==> src/rtl/add_sub_seq_pkg.sv <==
// Shared definitions for the sliced adder/subtractor: op encodings, default sizes, FSM states.
package add_sub_seq_pkg;

  localparam logic ALU_OP_ADD = 1'b0;
  localparam logic ALU_OP_SUB = 1'b1;

  localparam int DEF_WIDTH = 64;
  localparam int DEF_CHUNK = 16;

  typedef enum logic {
    S_IDLE = 1'b0,
    S_RUN  = 1'b1
  } state_t;

endpackage

==> src/rtl/add_sub_seq_if.sv <==
// Start/done handshake and operand/result bus between the execute stage and add_sub_seq.
interface add_sub_seq_if #(
  parameter int WIDTH = 64
);
  logic             start;
  logic             sub;
  logic [WIDTH-1:0] a;
  logic [WIDTH-1:0] b;
  logic             cin;
  logic             busy;
  logic             done;
  logic [WIDTH-1:0] s;
  logic             cout;
  logic             overflow;

  modport master (
    output start, sub, a, b, cin,
    input  busy, done, s, cout, overflow
  );

  modport slave (
    input  start, sub, a, b, cin,
    output busy, done, s, cout, overflow
  );
endinterface

==> src/rtl/add_sub_seq_chunk.sv <==
// CHUNK-bit ripple adder built from full_adder cells; reused for every slice of an operation.
module full_adder (
  input  logic a,
  input  logic b,
  input  logic cin,
  output logic s,
  output logic cout
);
  assign s    = a ^ b ^ cin;
  assign cout = (a & b) | (cin & (a ^ b));
endmodule

module adder_chunk #(
  parameter int CHUNK = 16
) (
  input  logic [CHUNK-1:0] a,
  input  logic [CHUNK-1:0] b,
  input  logic             cin,
  output logic [CHUNK-1:0] s,
  output logic             cout
);
  logic [CHUNK:0] c;

  assign c[0] = cin;
  assign cout = c[CHUNK];

  for (genvar i = 0; i < CHUNK; i++) begin : g_bit
    full_adder u_fa (
      .a    (a[i]),
      .b    (b[i]),
      .cin  (c[i]),
      .s    (s[i]),
      .cout (c[i+1])
    );
  end
endmodule

==> src/rtl/add_sub_seq.sv <==
// Multi-cycle WIDTH-bit adder/subtractor processing CHUNK bits per cycle, LSB slice first.
//
//   state  | meaning
//   S_IDLE | waiting for start; done pulses in the first idle cycle after an operation
//   S_RUN  | one slice per cycle, carry registered between slices
module add_sub_seq
  import add_sub_seq_pkg::*;
#(
  parameter int WIDTH = DEF_WIDTH,
  parameter int CHUNK = DEF_CHUNK
) (
  input  logic         clk,
  input  logic         rst,
  add_sub_seq_if.slave bus
);
  localparam int NCHUNK = WIDTH / CHUNK;
  localparam int CW     = (NCHUNK > 1) ? $clog2(NCHUNK) : 1;
  localparam logic [CW-1:0] LAST = CW'(NCHUNK - 1);

  state_t           state, state_nxt;
  logic [WIDTH-1:0] a_q, b_q, s_q;
  logic             carry_q, cout_q, ovf_q, done_q;
  logic [CW-1:0]    cnt;

  logic [CHUNK-1:0] slice_a, slice_b, slice_s;
  logic             slice_cout;
  logic             accept, last;

  assign accept  = (state == S_IDLE) && bus.start;
  assign last    = (state == S_RUN) && (cnt == LAST);
  assign slice_a = a_q[int'(cnt)*CHUNK +: CHUNK];
  assign slice_b = b_q[int'(cnt)*CHUNK +: CHUNK];

  adder_chunk #(.CHUNK(CHUNK)) u_chunk (
    .a    (slice_a),
    .b    (slice_b),
    .cin  (carry_q),
    .s    (slice_s),
    .cout (slice_cout)
  );

  // State register
  always_ff @(posedge clk) begin
    if (rst) state <= S_IDLE;
    else     state <= state_nxt;
  end

  // Next-state: leave IDLE on accepted start, return after the final slice
  always_comb begin
    state_nxt = state;
    case (state)
      S_IDLE:  if (bus.start) state_nxt = S_RUN;
      S_RUN:   if (cnt == LAST) state_nxt = S_IDLE;
      default: state_nxt = S_IDLE;
    endcase
  end

  // Operand capture, slice accumulation and result flags
  always_ff @(posedge clk) begin
    if (rst) begin
      a_q     <= '0;
      b_q     <= '0;
      s_q     <= '0;
      carry_q <= 1'b0;
      cout_q  <= 1'b0;
      ovf_q   <= 1'b0;
      done_q  <= 1'b0;
      cnt     <= '0;
    end else begin
      done_q <= 1'b0;
      if (accept) begin
        a_q     <= bus.a;
        b_q     <= bus.b ^ {WIDTH{bus.sub == ALU_OP_SUB}};
        carry_q <= (bus.sub == ALU_OP_SUB) ? 1'b1 : bus.cin;
        cnt     <= '0;
      end else if (state == S_RUN) begin
        s_q[int'(cnt)*CHUNK +: CHUNK] <= slice_s;
        carry_q <= slice_cout;
        if (last) begin
          // Counter parks at 0 so the slice select never leaves the operand range.
          cnt    <= '0;
          done_q <= 1'b1;
          cout_q <= slice_cout;
          ovf_q  <= (a_q[WIDTH-1] == b_q[WIDTH-1]) && (slice_s[CHUNK-1] != a_q[WIDTH-1]);
        end else begin
          cnt <= cnt + CW'(1);
        end
      end
    end
  end

  assign bus.busy     = (state == S_RUN);
  assign bus.done     = done_q;
  assign bus.s        = s_q;
  assign bus.cout     = cout_q;
  assign bus.overflow = ovf_q;

endmodule

==> src/flat_wrapper.sv <==
// flat-port wrapper written by rule: the top's interface ports become plain ports
module add_sub_seq_flat import add_sub_seq_pkg::*;
#(
  parameter int WIDTH = DEF_WIDTH,
  parameter int CHUNK = DEF_CHUNK
)
  (clk, rst, bus_start, bus_sub, bus_a, bus_b, bus_cin, bus_busy, bus_done, bus_s, bus_cout, bus_overflow);
  add_sub_seq_if #(.WIDTH(WIDTH)) bus_i ();
  input  logic clk;
  input  logic rst;
  input wire logic [$bits(bus_i.start)-1:0] bus_start;
  input wire logic [$bits(bus_i.sub)-1:0] bus_sub;
  input wire logic [$bits(bus_i.a)-1:0] bus_a;
  input wire logic [$bits(bus_i.b)-1:0] bus_b;
  input wire logic [$bits(bus_i.cin)-1:0] bus_cin;
  output wire logic [$bits(bus_i.busy)-1:0] bus_busy;
  output wire logic [$bits(bus_i.done)-1:0] bus_done;
  output wire logic [$bits(bus_i.s)-1:0] bus_s;
  output wire logic [$bits(bus_i.cout)-1:0] bus_cout;
  output wire logic [$bits(bus_i.overflow)-1:0] bus_overflow;
  assign bus_i.start = bus_start;
  assign bus_i.sub = bus_sub;
  assign bus_i.a = bus_a;
  assign bus_i.b = bus_b;
  assign bus_i.cin = bus_cin;
  assign bus_busy = bus_i.busy;
  assign bus_done = bus_i.done;
  assign bus_s = bus_i.s;
  assign bus_cout = bus_i.cout;
  assign bus_overflow = bus_i.overflow;
  add_sub_seq #(.WIDTH(WIDTH), .CHUNK(CHUNK)) u_core (.clk(clk), .rst(rst), .bus(bus_i));
endmodule
==> config.mk <==
export PLATFORM = sky130hd
export DESIGN_NAME = add_sub_seq_flat
export DESIGN_NICKNAME = d
export VERILOG_FILES = /design/src/rtl/add_sub_seq_pkg.sv /design/src/rtl/add_sub_seq_if.sv /design/src/rtl/add_sub_seq_chunk.sv /design/src/rtl/add_sub_seq.sv /design/src/flat_wrapper.sv
export SDC_FILE = /design/constraint.sdc
export NUM_CORES = 1
export LEC_CHECK = 0
export ABC_CLOCK_PERIOD_IN_PS = 12230
export BUFFER_PORTS_ARGS = -buffer_cell sky130_fd_sc_hd__buf_2
export CAP_MARGIN = 20
export CORE_MARGIN = 4
export CORE_UTILIZATION = 35
export DETAILED_ROUTE_END_ITERATION = 7
export GPL_TIMING_DRIVEN = 0
export SLEW_MARGIN = 20
export SYNTH_ARGS = -nofsm -noshare
export SYNTH_HDL_FRONTEND = slang
export SYNTH_SLANG_ARGS = --single-unit
==> constraint.sdc <==
create_clock -name clk -period 12.23 [get_ports clk]
set_input_delay 1.223 -clock clk [delete_from_list [all_inputs] [get_ports clk]]
set_output_delay 1.223 -clock clk [all_outputs]
set_load 0.01 [all_outputs]
Word-level counts from Yosys, hierarchy flattened
Cells that the tools add are included.
- register bits after elaboration: 199
- output and inout bits: 68
- add/sub/neg operators: 2
- equal/unequal tests: 3
- shift-type cells: 4
- multiplexer cells: 9
- bitwise logic cells: 83
- reduce and logical (&&, ||, !) cells: 8
- operators by type and width (kind ; number):
    $shiftx 64x7->16 ; 2
    $bwmux 64 ; 1
    $shift 16x33->64 const A ; 1
    $shiftx 16x33->64 ; 1
    $xor 64x64->64 ; 1
    $neg 6->33 ; 1
    $and 1x1->1 ; 32
    $xor 1x1->1 ; 32
    $or 1x1->1 ; 16
    $mux 1 ; 6
    $logic_and 1x1->1 ; 3
    $reduce_and 3->1 ; 1
    $reduce_or 3->1 ; 1
    $add 2x1->2 const B ; 1
    $eq 2x2->1 const B ; 1
    $mux 2 ; 1
    $not 1->1 ; 2
    $pmux 1 s2 ; 1
    $reduce_and 2->1 ; 1
    $reduce_bool 2->1 ; 1
    $reduce_or 2->1 ; 1
    $eq 1x1->1 ; 1
    $ne 1x1->1 ; 1

Depth between registers and ports, before layout
Gate-level depths: netlist of run 1.
- depth after elaboration: 36
- mapped depth: 27

Modules after synthesis
A second synthesis of run 1 with hierarchy kept.
- cell total of the unflattened synthesis: 877
- area, all modules: 8610.8 µm²
- modules (own cells, without submodules) (module ; instances ; cells each ; area an instance (µm²) ; seq. area each (µm²)):
    add_sub_seq ; 1 ; 861 ; 8290.5 ; 3983.8
    full_adder ; 16 ; 1 ; 20.0 ; 0.0

Worst setup path after synthesis of run 1
Ideal clock, no wire load.
- path kind: register -> register
- start: register u_core.cnt[1]
- end: register u_core.ovf_q, in the netlist u_core.bus.overflow
- library setup time: 0.132 ns
- arrival: 7.251 ns
- slack: 4.847 ns
- stages on the path, launching flop included: 27
- period minus slack after synthesis: 7.383 ns
- cell sequence: dfxtp_1 > buf_2 > buf_2 > buf_2 > mux4_2 > inv_1 > fa_1 > fa_1 > fa_1 > fa_1 > fa_1 > fa_1 > fa_1 > fa_1 > fa_1 > fa_1 > fa_1 > inv_1 > fa_1 > inv_1 > fa_1 > inv_1 > fa_1 > fa_1 > fa_1 > a221oi_1 > nor3_1
- longest elaborated chain between the ends: 35
- RTL lines (what ; RTL line ; text):
    start: declaration ; add_sub_seq.sv:23 ; logic [CW-1:0] cnt;
    start signal: assignment ; add_sub_seq.sv:86 ; cnt <= cnt + CW'(1);
    $shiftx 64x7->16 (on tied branches) ; add_sub_seq.sv:31, add_sub_seq.sv:32 ;
    $xor 1x1->1 ; add_sub_seq_chunk.sv:10 ; assign cout = (a & b) | (cin & (a ^ b));
    $and 1x1->1 ; add_sub_seq_chunk.sv:10 ;
    $or 1x1->1 ; add_sub_seq_chunk.sv:10 ;
    $and 1x1->1 ; add_sub_seq_chunk.sv:10 ;
    $or 1x1->1 ; add_sub_seq_chunk.sv:10 ;
    $and 1x1->1 ; add_sub_seq_chunk.sv:10 ;
    $or 1x1->1 ; add_sub_seq_chunk.sv:10 ;
    [... 19 more ...] ; -- ;
    $or 1x1->1 ; add_sub_seq_chunk.sv:10 ;
    $and 1x1->1 ; add_sub_seq_chunk.sv:10 ;
    $or 1x1->1 ; add_sub_seq_chunk.sv:10 ;
    $and 1x1->1 ; add_sub_seq_chunk.sv:10 ;
    $or 1x1->1 ; add_sub_seq_chunk.sv:10 ;
    $xor 1x1->1 ; add_sub_seq_chunk.sv:9 ; assign s = a ^ b ^ cin;
    $ne 1x1->1 ; add_sub_seq.sv:84 ; ovf_q <= (a_q[WIDTH-1] == b_q[WIDTH-1]) && (slice_s[CHUNK-1] != a_q[WIDTH-1]);
    $logic_and 1x1->1 ; add_sub_seq.sv:84 ;
    end signal: assignment ; add_sub_seq.sv:84 ;
    end: declaration ; add_sub_seq.sv:22 ; logic carry_q, cout_q, ovf_q, done_q;
Several ways; a longest one is shown, not always the timed one.
A chain may end at the register's enable or synchronous reset.

Final worst setup path of run 1
Same ends and word-level chain as after synthesis.

==> results of run 1 <==
cell families after synthesis:
family	Yosys count	share of synthesized area (%)
xor gates and xnor gates	64	6.36
DFF	199	45.2
AOI/OAI and AO/OA	200	14.0
buffers and inverters	111	5.35
adders and majority gates	21	4.35
muxes	32	8.18
and+or+nand+nor	340	16.5
routing by layer:
metal,track usage (%),up-vias,share of wire [%]
met5,0,-,0
met4,5.87,0,2.2
met3,4.95,33,6.7
met2,31.9,262,47
met1,26.4,3601,44
li1,-,3731,-
path summary, 6_finish.rpt:
check             cells after the start  slack (ns)                  end
hold reg to reg                       2        0.45     u_core.bus.s[25]
setup reg to reg                     26        4.02  u_core.bus.overflow
hold / removal                        2        0.45     u_core.bus.s[25]
setup / recovery                     26        4.02  u_core.bus.overflow
synthesized netlist by cell type:
cell and instances:
dfxtp_1 199, nand2_1 184, a21oi_1 116, nor2_1 88, a211oi_1 64, xnor2_1 64, or3_1 48, clkbuf_1 40
mux4_2 32, inv_1 30, buf_2 29, fa_1 16, a32oi_1 12, buf_1 8, ha_1 5, nand3_1 5
a2bb2oi_1 4, and2b_1 3, buf_4 3, nand2b_1 3, and3b_1 2, nand3b_1 2, a211o_1 1, a221oi_1 1
and2_1 1, buf_6 1, nor2b_1 1, nor3_1 1, nor3b_1 1, o21ai_0 1, o32a_1 1, or3b_4 1
area by class of cell:
class	count	area (sq um)
Tap cell	324	405
Timing Repair Buffer	198	991
Sequential cell	199	3980
Clock inverter	14	134
Multi-Input combinational cell	657	4350
Clock buffer	17	425
Inverter	30	113
Buffer	81	359
Antenna cell	1	2.50
Fill cell	2514	13800
flip-flops by register name (all words and copies together), names as in the netlist:
| name | flops |
|---|---|
| u_core.b_q | 64 |
| u_core.bus.done | 1 |
| u_core.carry_q | 1 |
| u_core.bus.s | 64 |
| u_core.a_q | 64 |
| u_core.bus.overflow | 1 |
| u_core.bus.busy | 1 |
| u_core.bus.cout | 1 |
| u_core.cnt | 2 |
power by group:
part	total, mW	switching, mW	internal (mW)
combinational	0.232	0.136	0.0960
sequential	0.702	0.0207	0.681
clock	0.548	0.278	0.270
through the flow:
stage / instance area (sq um) / instances
2_1_floorplan: 8810 / 967
3_3_place_gp: 10200 / 1489
3_5_place_dp: 10200 / 1489
4_1_cts: 10800 / 1520
5_1_grt: 10800 / 1520
6_report: 10800 / 1521
tightest hold or removal path: stages, from the launching register on:
cell,delay (ns)
dfxtp_1,0.31
nand2_1,0.05
a21oi_1,0.05
==> metrics.csv, run 1 <==
stage,metric,value,unit
clocking,clk_pin_slew,0.07,ns
clocking,cts_buffer_depth,2,
placement,gp_congestion,0.827,
floorplan,rows,57,
floorplan,ioPinCount,201,
clocking,clock_latency,0.45,ns
power,vdd_drop_max,0.0835,mV
clocking,post_cts_resized,0,
route,wl,28.0,mm
power,fin_total_pwr,1.48,mW
placement,dp_slack,4.01,ns
worst_setup_path,crit_start,u_core.cnt[1],
clocking,cts_tree,built,
worst_setup_path,required,12.54,ns
layout,final_common_cell,buf_2,
placement,port_buffers,198,
yosys,syn-num-nets,1121,
placement,dp_hpwl,21.7,mm
yosys,syn_area,0.00881,sq mm
yosys,yosys.area.top_type,dfxtp_1,
sta,hold_violations,0,
yosys,yosysSeqAreaShare,45.2,%
worst_setup_path,critPathTopFamily,adder cells,
worst_setup_path,slowest_stage,fa_1,
layout,nets,1338,
clocking,cts-buffers-inserted,17,
sta,finalSetupTns,0,ns
yosys,yosysTopAreaCellShare,45.2,%
sta,setup_ws,4.02,ns
yosys,syn_inst,967,
sta,post-route-period-util,67.2,%
layout,drive_gt1_share,24.7,%
sta,worst_hold_slack,0.450,ns
power,p_leak,4.17,nW
sta,setup_viol,0,
global_routing,overflow,0,
clocking,cts_hold_buf,0,
yosys,ys_top_cells_by_area,"dfxtp_1 (45%), mux4_2 (8.2%), nand2_1 (7.8%)",
clocking,cts.sinks,199,
layout,final_cell_mix,"buf_2 (227), dfxtp_1 (199), nand2_1 (184), a21oi_1 (116), nor2_1 (88)",
floorplan,core_area,0.0245,sq mm
route,drt_pass1_iterations,5,
floorplan,dieArea,0.0278,sq mm
min_path,worstHoldPathType,reg2reg,
global_routing,grt_max_degree,20,
route,route.detailed.drc,0,
worst_setup_path,cp-end-kind,flop,
min_path,min_from,u_core.bus.s[25],
worst_setup_path,critical_path_buf_inv_count,7,
sta,relSlewSlack,51.9,%
route,drt_iter0_markers,420,
power,power_density,138,mW/mm^2
global_routing,grt_pass1_vias,7461,
sta,fmaxAchievable,122,MHz
floorplan,die_h,167,um
clocking,cts_root_buffer,clkbuf_16,
status,outcome,"finished, final reports clean",
sta,period_needed,8.21,ns
sta,tightestPinTransition,0.721,ns
floorplan,start_util,35.9,%
run,max_cap_viol_count,0,
route,wl_per_cell,18.4,um
worst_setup_path,max_stage_delay,0.54,ns
global_routing,grt_first_pass_wirelength,42.4,mm
floorplan,dieWidth,167,um
yosys,syn_avg_cell_area,9.11,sq um
route,vias_per_cell,5.01,
route,detail-route-antenna-nets,0,
sta,rsz0062_at_grt,false,
clocking,cts_setup_buffers,0,
global_routing,grt_antenna_before_repair,1,
worst_setup_path,path_class,reg2reg,
worst_setup_path,timing.rr.start,u_core.cnt[1],
yosys,ys_warn_count,0,
worst_setup_path,worstPathArrival,8.52,ns
worst_setup_path,crit_path_start_kind,flop,
layout,final_core_util,43.9,%
route,dr_total_vias,7627,
clocking,h-tree-depth,4,
global_routing,grt_usage,19.8,%
worst_setup_path,cp_max_fo,10,
worst_setup_path,cpMostUsedCell,fa_1,
yosys,ys_ff_latch,199,
yosys,synth.distinct_cells,32,
layout,area_growth_syn_to_layout,22.2,%
sta,slew_violations,0,
sta,skew,0.0124,ns
Power figures use the tool's default switching activity.
==> inputs of run 2 (changes only) <==
--- a/config.mk
+++ b/config.mk
@@ -5,7 +5,7 @@
 export SDC_FILE = /design/constraint.sdc
 export NUM_CORES = 1
 export LEC_CHECK = 0
-export ABC_CLOCK_PERIOD_IN_PS = 12230
+export ABC_CLOCK_PERIOD_IN_PS = 8390
 export BUFFER_PORTS_ARGS = -buffer_cell sky130_fd_sc_hd__buf_2
 export CAP_MARGIN = 20
 export CORE_MARGIN = 4
==> constraint.sdc (replaced) <==
create_clock -name clk -period 8.39 [get_ports clk]
set_input_delay 0.839 -clock clk [delete_from_list [all_inputs] [get_ports clk]]
set_output_delay 0.839 -clock clk [all_outputs]
set_load 0.01 [all_outputs]
==> run 2 against run 1 <==
Effect of this change:
- register-to-register slack got worse by 3.5 ns
- largest power group unchanged
- critical path depth decreased by 1
- die area unchanged
- clock skew decreased by 0.00069 ns
- fmax increased by 4.9%
- sequential power increased by 45%
- clock power increased by 46%
- highest routed layer unchanged
- count of clock-buffer cells in the layout unchanged
- worst hold slack about the same
- first-iteration DRC count increased by 24%
- sequential cell count unchanged
==> metrics.csv, run 2 (synthesis results as in run 1) <==
stage,metric,value,unit
status,outcome,"finished, final reports clean",
layout,final_cell_mix,"buf_2 (224), dfxtp_1 (199), nand2_1 (184), a21oi_1 (116), nor2_1 (88)",
sta,hold_violations,0,
sta,slew_violations,0,
layout,final_common_cell,buf_2,
clocking,cts.sinks,199,
sta,setup_viol,0,
clocking,clock_latency,0.44,ns
global_routing,grt_usage,19.8,%
layout,final_core_util,43.9,%
sta,relSlewSlack,50.8,%
floorplan,core_area,0.0245,sq mm
worst_setup_path,required,8.69,ns
worst_setup_path,worstPathArrival,8.13,ns
floorplan,dieWidth,167,um
placement,dp_hpwl,21.7,mm
placement,gp_congestion,0.827,
layout,drive_gt1_share,24.5,%
clocking,cts_buffer_depth,2,
layout,diodes,0,
worst_setup_path,crit_path_start_kind,flop,
sta,post-route-period-util,93.3,%
worst_setup_path,cpMostUsedCell,fa_1,
route,drt_iter0_markers,522,
run,max_cap_viol_count,0,
floorplan,rows,57,
worst_setup_path,path_class,reg2reg,
global_routing,grt_first_pass_wirelength,42.4,mm
layout,area_growth_syn_to_layout,22.2,%
sta,skew,0.0117,ns
worst_setup_path,cp-end-kind,flop,
global_routing,grt_antenna_before_repair,1,
clocking,cts_tree,built,
sta,rsz0062_at_grt,false,
worst_setup_path,critical_path_buf_inv_count,6,
global_routing,overflow,0,
sta,finalSetupTns,0,ns
clocking,cts_setup_buffers,0,
floorplan,die_h,167,um
route,wl_per_cell,18.3,um
floorplan,start_util,35.9,%
worst_setup_path,cp_max_fo,19,
sta,fmaxAchievable,128,MHz
worst_setup_path,slowest_stage,fa_1,
clocking,clk_pin_slew,0.07,ns
global_routing,grt_pass1_vias,7461,
clocking,h-tree-depth,4,
sta,tightestPinTransition,0.738,ns
placement,port_buffers,198,
route,dr_total_vias,7593,
power,p_leak,4.16,nW
floorplan,dieArea,0.0278,sq mm
worst_setup_path,critPathTopFamily,adder cells,
power,fin_total_pwr,2.16,mW
power,vdd_drop_max,0.121,mV
route,vias_per_cell,5.00,
worst_setup_path,max_stage_delay,0.54,ns
route,route.detailed.drc,0,
sta,period_needed,7.83,ns
global_routing,grt_max_degree,20,
layout,nets,1336,
power,power_density,201,mW/mm^2
clocking,cts-buffers-inserted,17,
min_path,worstHoldPathType,reg2reg,
clocking,cts_root_buffer,clkbuf_16,
route,wl,27.8,mm
route,detail-route-antenna-nets,0,
route,drt_pass1_iterations,5,
floorplan,ioPinCount,201,
run 2: cell types whose count changed in the layout (fill, tap and decap cells not counted), sizes merged:
cell | before | now
clkbuf | 57 | 58
buf | 239 | 236
diode | 1 | 0
run 2: layout make-up:
cell class              count  area [sq um]
repair buffers            198           991
plain buffers              79           355
inverters                  30           113
well taps                 324           405
clock buffers              17           425
fillers                  2511         13800
clock inverters            14           134
multi-input cells         657          4350
flip-flops and latches    199          3980
run 2: stage by stage:
step	setup WS (ns)	std cells	hold slack, ns	area (sq um)
2_1_floorplan	1.01	967	0.433	8810
3_3_place_gp	0.256	1489	0.437	10200
3_5_place_dp	0.174	1489	0.442	10200
4_1_cts	0.160	1520	0.450	10800
5_1_grt	0.101	1518	0.470	10800
6_report	0.561	1518	0.450	10800
run 2: final timing paths:
check / depth (start not counted) / end / from / slack [ns]
worst min-delay path: 2 / u_core.bus.s[25] / u_core.bus.s[25] / 0.45
worst min register to register: 2 / u_core.bus.s[25] / u_core.bus.s[25] / 0.45
worst max-delay path: 25 / u_core.bus.overflow / u_core.cnt[1] / 0.56
worst max register to register: 25 / u_core.bus.overflow / u_core.cnt[1] / 0.56
run 2: where the power goes:
group	switching [mW]	internal [mW]	total [mW]
clock network	0.404	0.394	0.798
registers	0.0303	0.993	1.02
logic	0.197	0.140	0.337
total	0.632	1.53	2.16
run 2: worst register-to-register path: stages (launching register included):
cell and delay (ns):
dfxtp_1 0.38, buf_2 0.25, clkbuf_4 0.42, mux4_2 0.28
inv_1 0.06, fa_1 0.41, fa_1 0.39, fa_1 0.40
fa_1 0.39, fa_1 0.38, fa_1 0.39, fa_1 0.39
fa_1 0.38, fa_1 0.39, fa_1 0.39, fa_1 0.36
inv_1 0.07, fa_1 0.15, inv_1 0.05, fa_1 0.36
inv_1 0.09, fa_1 0.18, fa_1 0.20, fa_1 0.54
a221oi_1 0.32, nor3_1 0.08
run 2: per-layer routing:
layer	vias to the layer above	track usage [%]	wire [um]
met3	34	4.95	1900
met5	-	0	0
li1	3724	-	-
met4	0	5.87	631
met1	3578	26.4	12200
met2	257	31.9	13000
run 2: repair_timing:
action,in CTS,in global routing
hold buffers,0,0
setup endpoints to repair,0,5
gates resized for setup,0,2
==> inputs of run 3 (changes only) <==
--- a/config.mk
+++ b/config.mk
@@ -8,10 +8,11 @@
 export ABC_CLOCK_PERIOD_IN_PS = 8390
 export BUFFER_PORTS_ARGS = -buffer_cell sky130_fd_sc_hd__buf_2
 export CAP_MARGIN = 20
-export CORE_MARGIN = 4
-export CORE_UTILIZATION = 35
+export CORE_MARGIN = 3
+export CORE_UTILIZATION = 54
 export DETAILED_ROUTE_END_ITERATION = 7
 export GPL_TIMING_DRIVEN = 0
+export PLACE_DENSITY = 0.8
 export SLEW_MARGIN = 20
 export SYNTH_ARGS = -nofsm -noshare
 export SYNTH_HDL_FRONTEND = slang
==> run 3 against run 2 <==
Effect of this change:
- final area is 0.73% lower
- die area is 36% lower
- critical path type unchanged
- sequential share of layout area is 0.27 points higher
==> metrics.csv, run 3 (synthesis results as in run 1) <==
stage,metric,value,unit
layout,fill_cells,1325,
status,outcome,"finished, final reports clean",
sta,period_needed,7.91,ns
placement,place_inst,1381,
sta,fmaxAchievable,126,MHz
floorplan,dieArea,0.0179,sq mm
sta,post-route-period-util,94.2,%
route,route.detailed.drc,0,
floorplan,die_h,134,um
clocking,cts-buffers-inserted,17,
route,vias_per_cell,5.53,
global_routing,grt_antenna_before_repair,0,
worst_setup_path,cpMostUsedCell,fa_1,
clocking,cts_hold_buf,0,
floorplan,start_util,55.3,%
sta,finalSetupTns,0,ns
route,drt_pass1_iterations,7,
layout,final_cell_mix,"buf_2 (224), dfxtp_1 (199), nand2_1 (184), a21oi_1 (116), nor2_1 (88)",
placement,dp_hpwl,19.2,mm
layout,diodes,0,
sta,worst_hold_slack,0.447,ns
route,wl_per_cell,18.1,um
power,power_density,209,mW/mm^2
worst_setup_path,worstPathArrival,8.21,ns
run,max_cap_viol_count,0,
min_path,worstHoldPathType,reg2reg,
clocking,clock_latency,0.44,ns
sta,rsz0062_at_grt,false,
clocking,cts.sinks,199,
layout,final_common_cell,buf_2,
floorplan,dieWidth,134,um
layout,register_area,0.00398,sq mm
clocking,cts_setup_buffers,0,
route,wl,25.5,mm
clocking,cts_root_buffer,clkbuf_16,
global_routing,grt_pass1_vias,7640,
worst_setup_path,max_stage_delay,0.54,ns
layout,nets,1336,
sta,setup_viol,0,
layout,area_growth_syn_to_layout,21.3,%
placement,dp_slack,0.278,ns
route,detail-route-antenna-nets,0,
worst_setup_path,ff2ff_path_depth,25,
placement,port_buffers,198,
layout,multi_input_area,0.00435,sq mm
sta,slew_violations,0,
sta,setup_ws,0.485,ns
sta,tightestPinTransition,0.696,ns
worst_setup_path,cp-end-kind,flop,
sta,skew,0.00919,ns
power,p_leak,4.18,nW
worst_setup_path,crit_path_start_kind,flop,
global_routing,grt_first_pass_wirelength,39.6,mm
global_routing,grt_max_degree,17,
clocking,h-tree-depth,4,
floorplan,ioPinCount,201,
clocking,clk_pin_slew,0.07,ns
clocking,cts_tree,built,
layout,drive_gt1_share,24.4,%
sta,relSlewSlack,53.6,%
power,fin_total_pwr,2.23,mW
worst_setup_path,slowest_stage,fa_1,
global_routing,grt_usage,28.6,%
route,dr_total_vias,7807,
global_routing,overflow,0,
placement,gp_congestion,0.861,
worst_setup_path,cp_max_fo,19,
worst_setup_path,required,8.70,ns
route,drt_iter0_markers,731,
min_path,hold_path_depth,2,
layout,final_cells,1411,
worst_setup_path,path_class,reg2reg,
clocking,post_cts_resized,0,
floorplan,rows,46,
floorplan,core_area,0.0159,sq mm
sta,hold_violations,0,
clocking,cts_buffer_depth,2,
power,vdd_drop_max,0.166,mV
[run 3: per-layer routing]
layer	GRT usage, %	up-vias	wire [um]
li1	-	3722	-
met1	37.6	3630	10100
met2	47.7	389	12300
met3	3.85	66	2270
met4	12.3	0	879
met5	0	-	0
[run 3: worst paths after layout]
path | slack [ns] | start | end
hold / removal | 0.45 | u_core.bus.s[9] | u_core.bus.s[9]
hold reg to reg | 0.45 | u_core.bus.s[9] | u_core.bus.s[9]
setup reg to reg | 0.48 | u_core.cnt[0] | u_core.bus.overflow
setup / recovery | 0.48 | u_core.cnt[0] | u_core.bus.overflow
[run 3: final cells by class]
cell class | instances | share of cell area, %
Timing Repair Buffer | 198 | 9.28
Buffer | 79 | 3.29
Inverter | 30 | 1.05
Clock buffer | 20 | 4.18
Clock inverter | 12 | 1.62
Multi-Input combinational cell | 657 | 40.8
Sequential cell | 199 | 37.3
Tap cell | 216 | 2.53
[run 3: worst max-delay path: cells and delay by family (launching register included)]
kind            cells  cell delay, ns
simple gates        1            0.08
compound gates      1            0.32
fa+ha+maj          16            5.73
flops               1            0.43
mux                 1            0.27
buf+inv             6            0.93
[run 3: power by group]
part | switching [mW] | internal, mW | leakage, nW
Combinational | 0.194 | 0.139 | 2.25
Sequential | 0.0305 | 0.994 | 1.63
Clock | 0.364 | 0.507 | 0.301
Total | 0.588 | 1.64 | 4.18
[run 3: metrics by stage]
step	util, %	area, sq um
floorplan	-	8810
global placement	63.2	10100
detailed placement	63.2	10100
CTS	67.1	10700
global route	67.0	10700
finish	67.0	10700
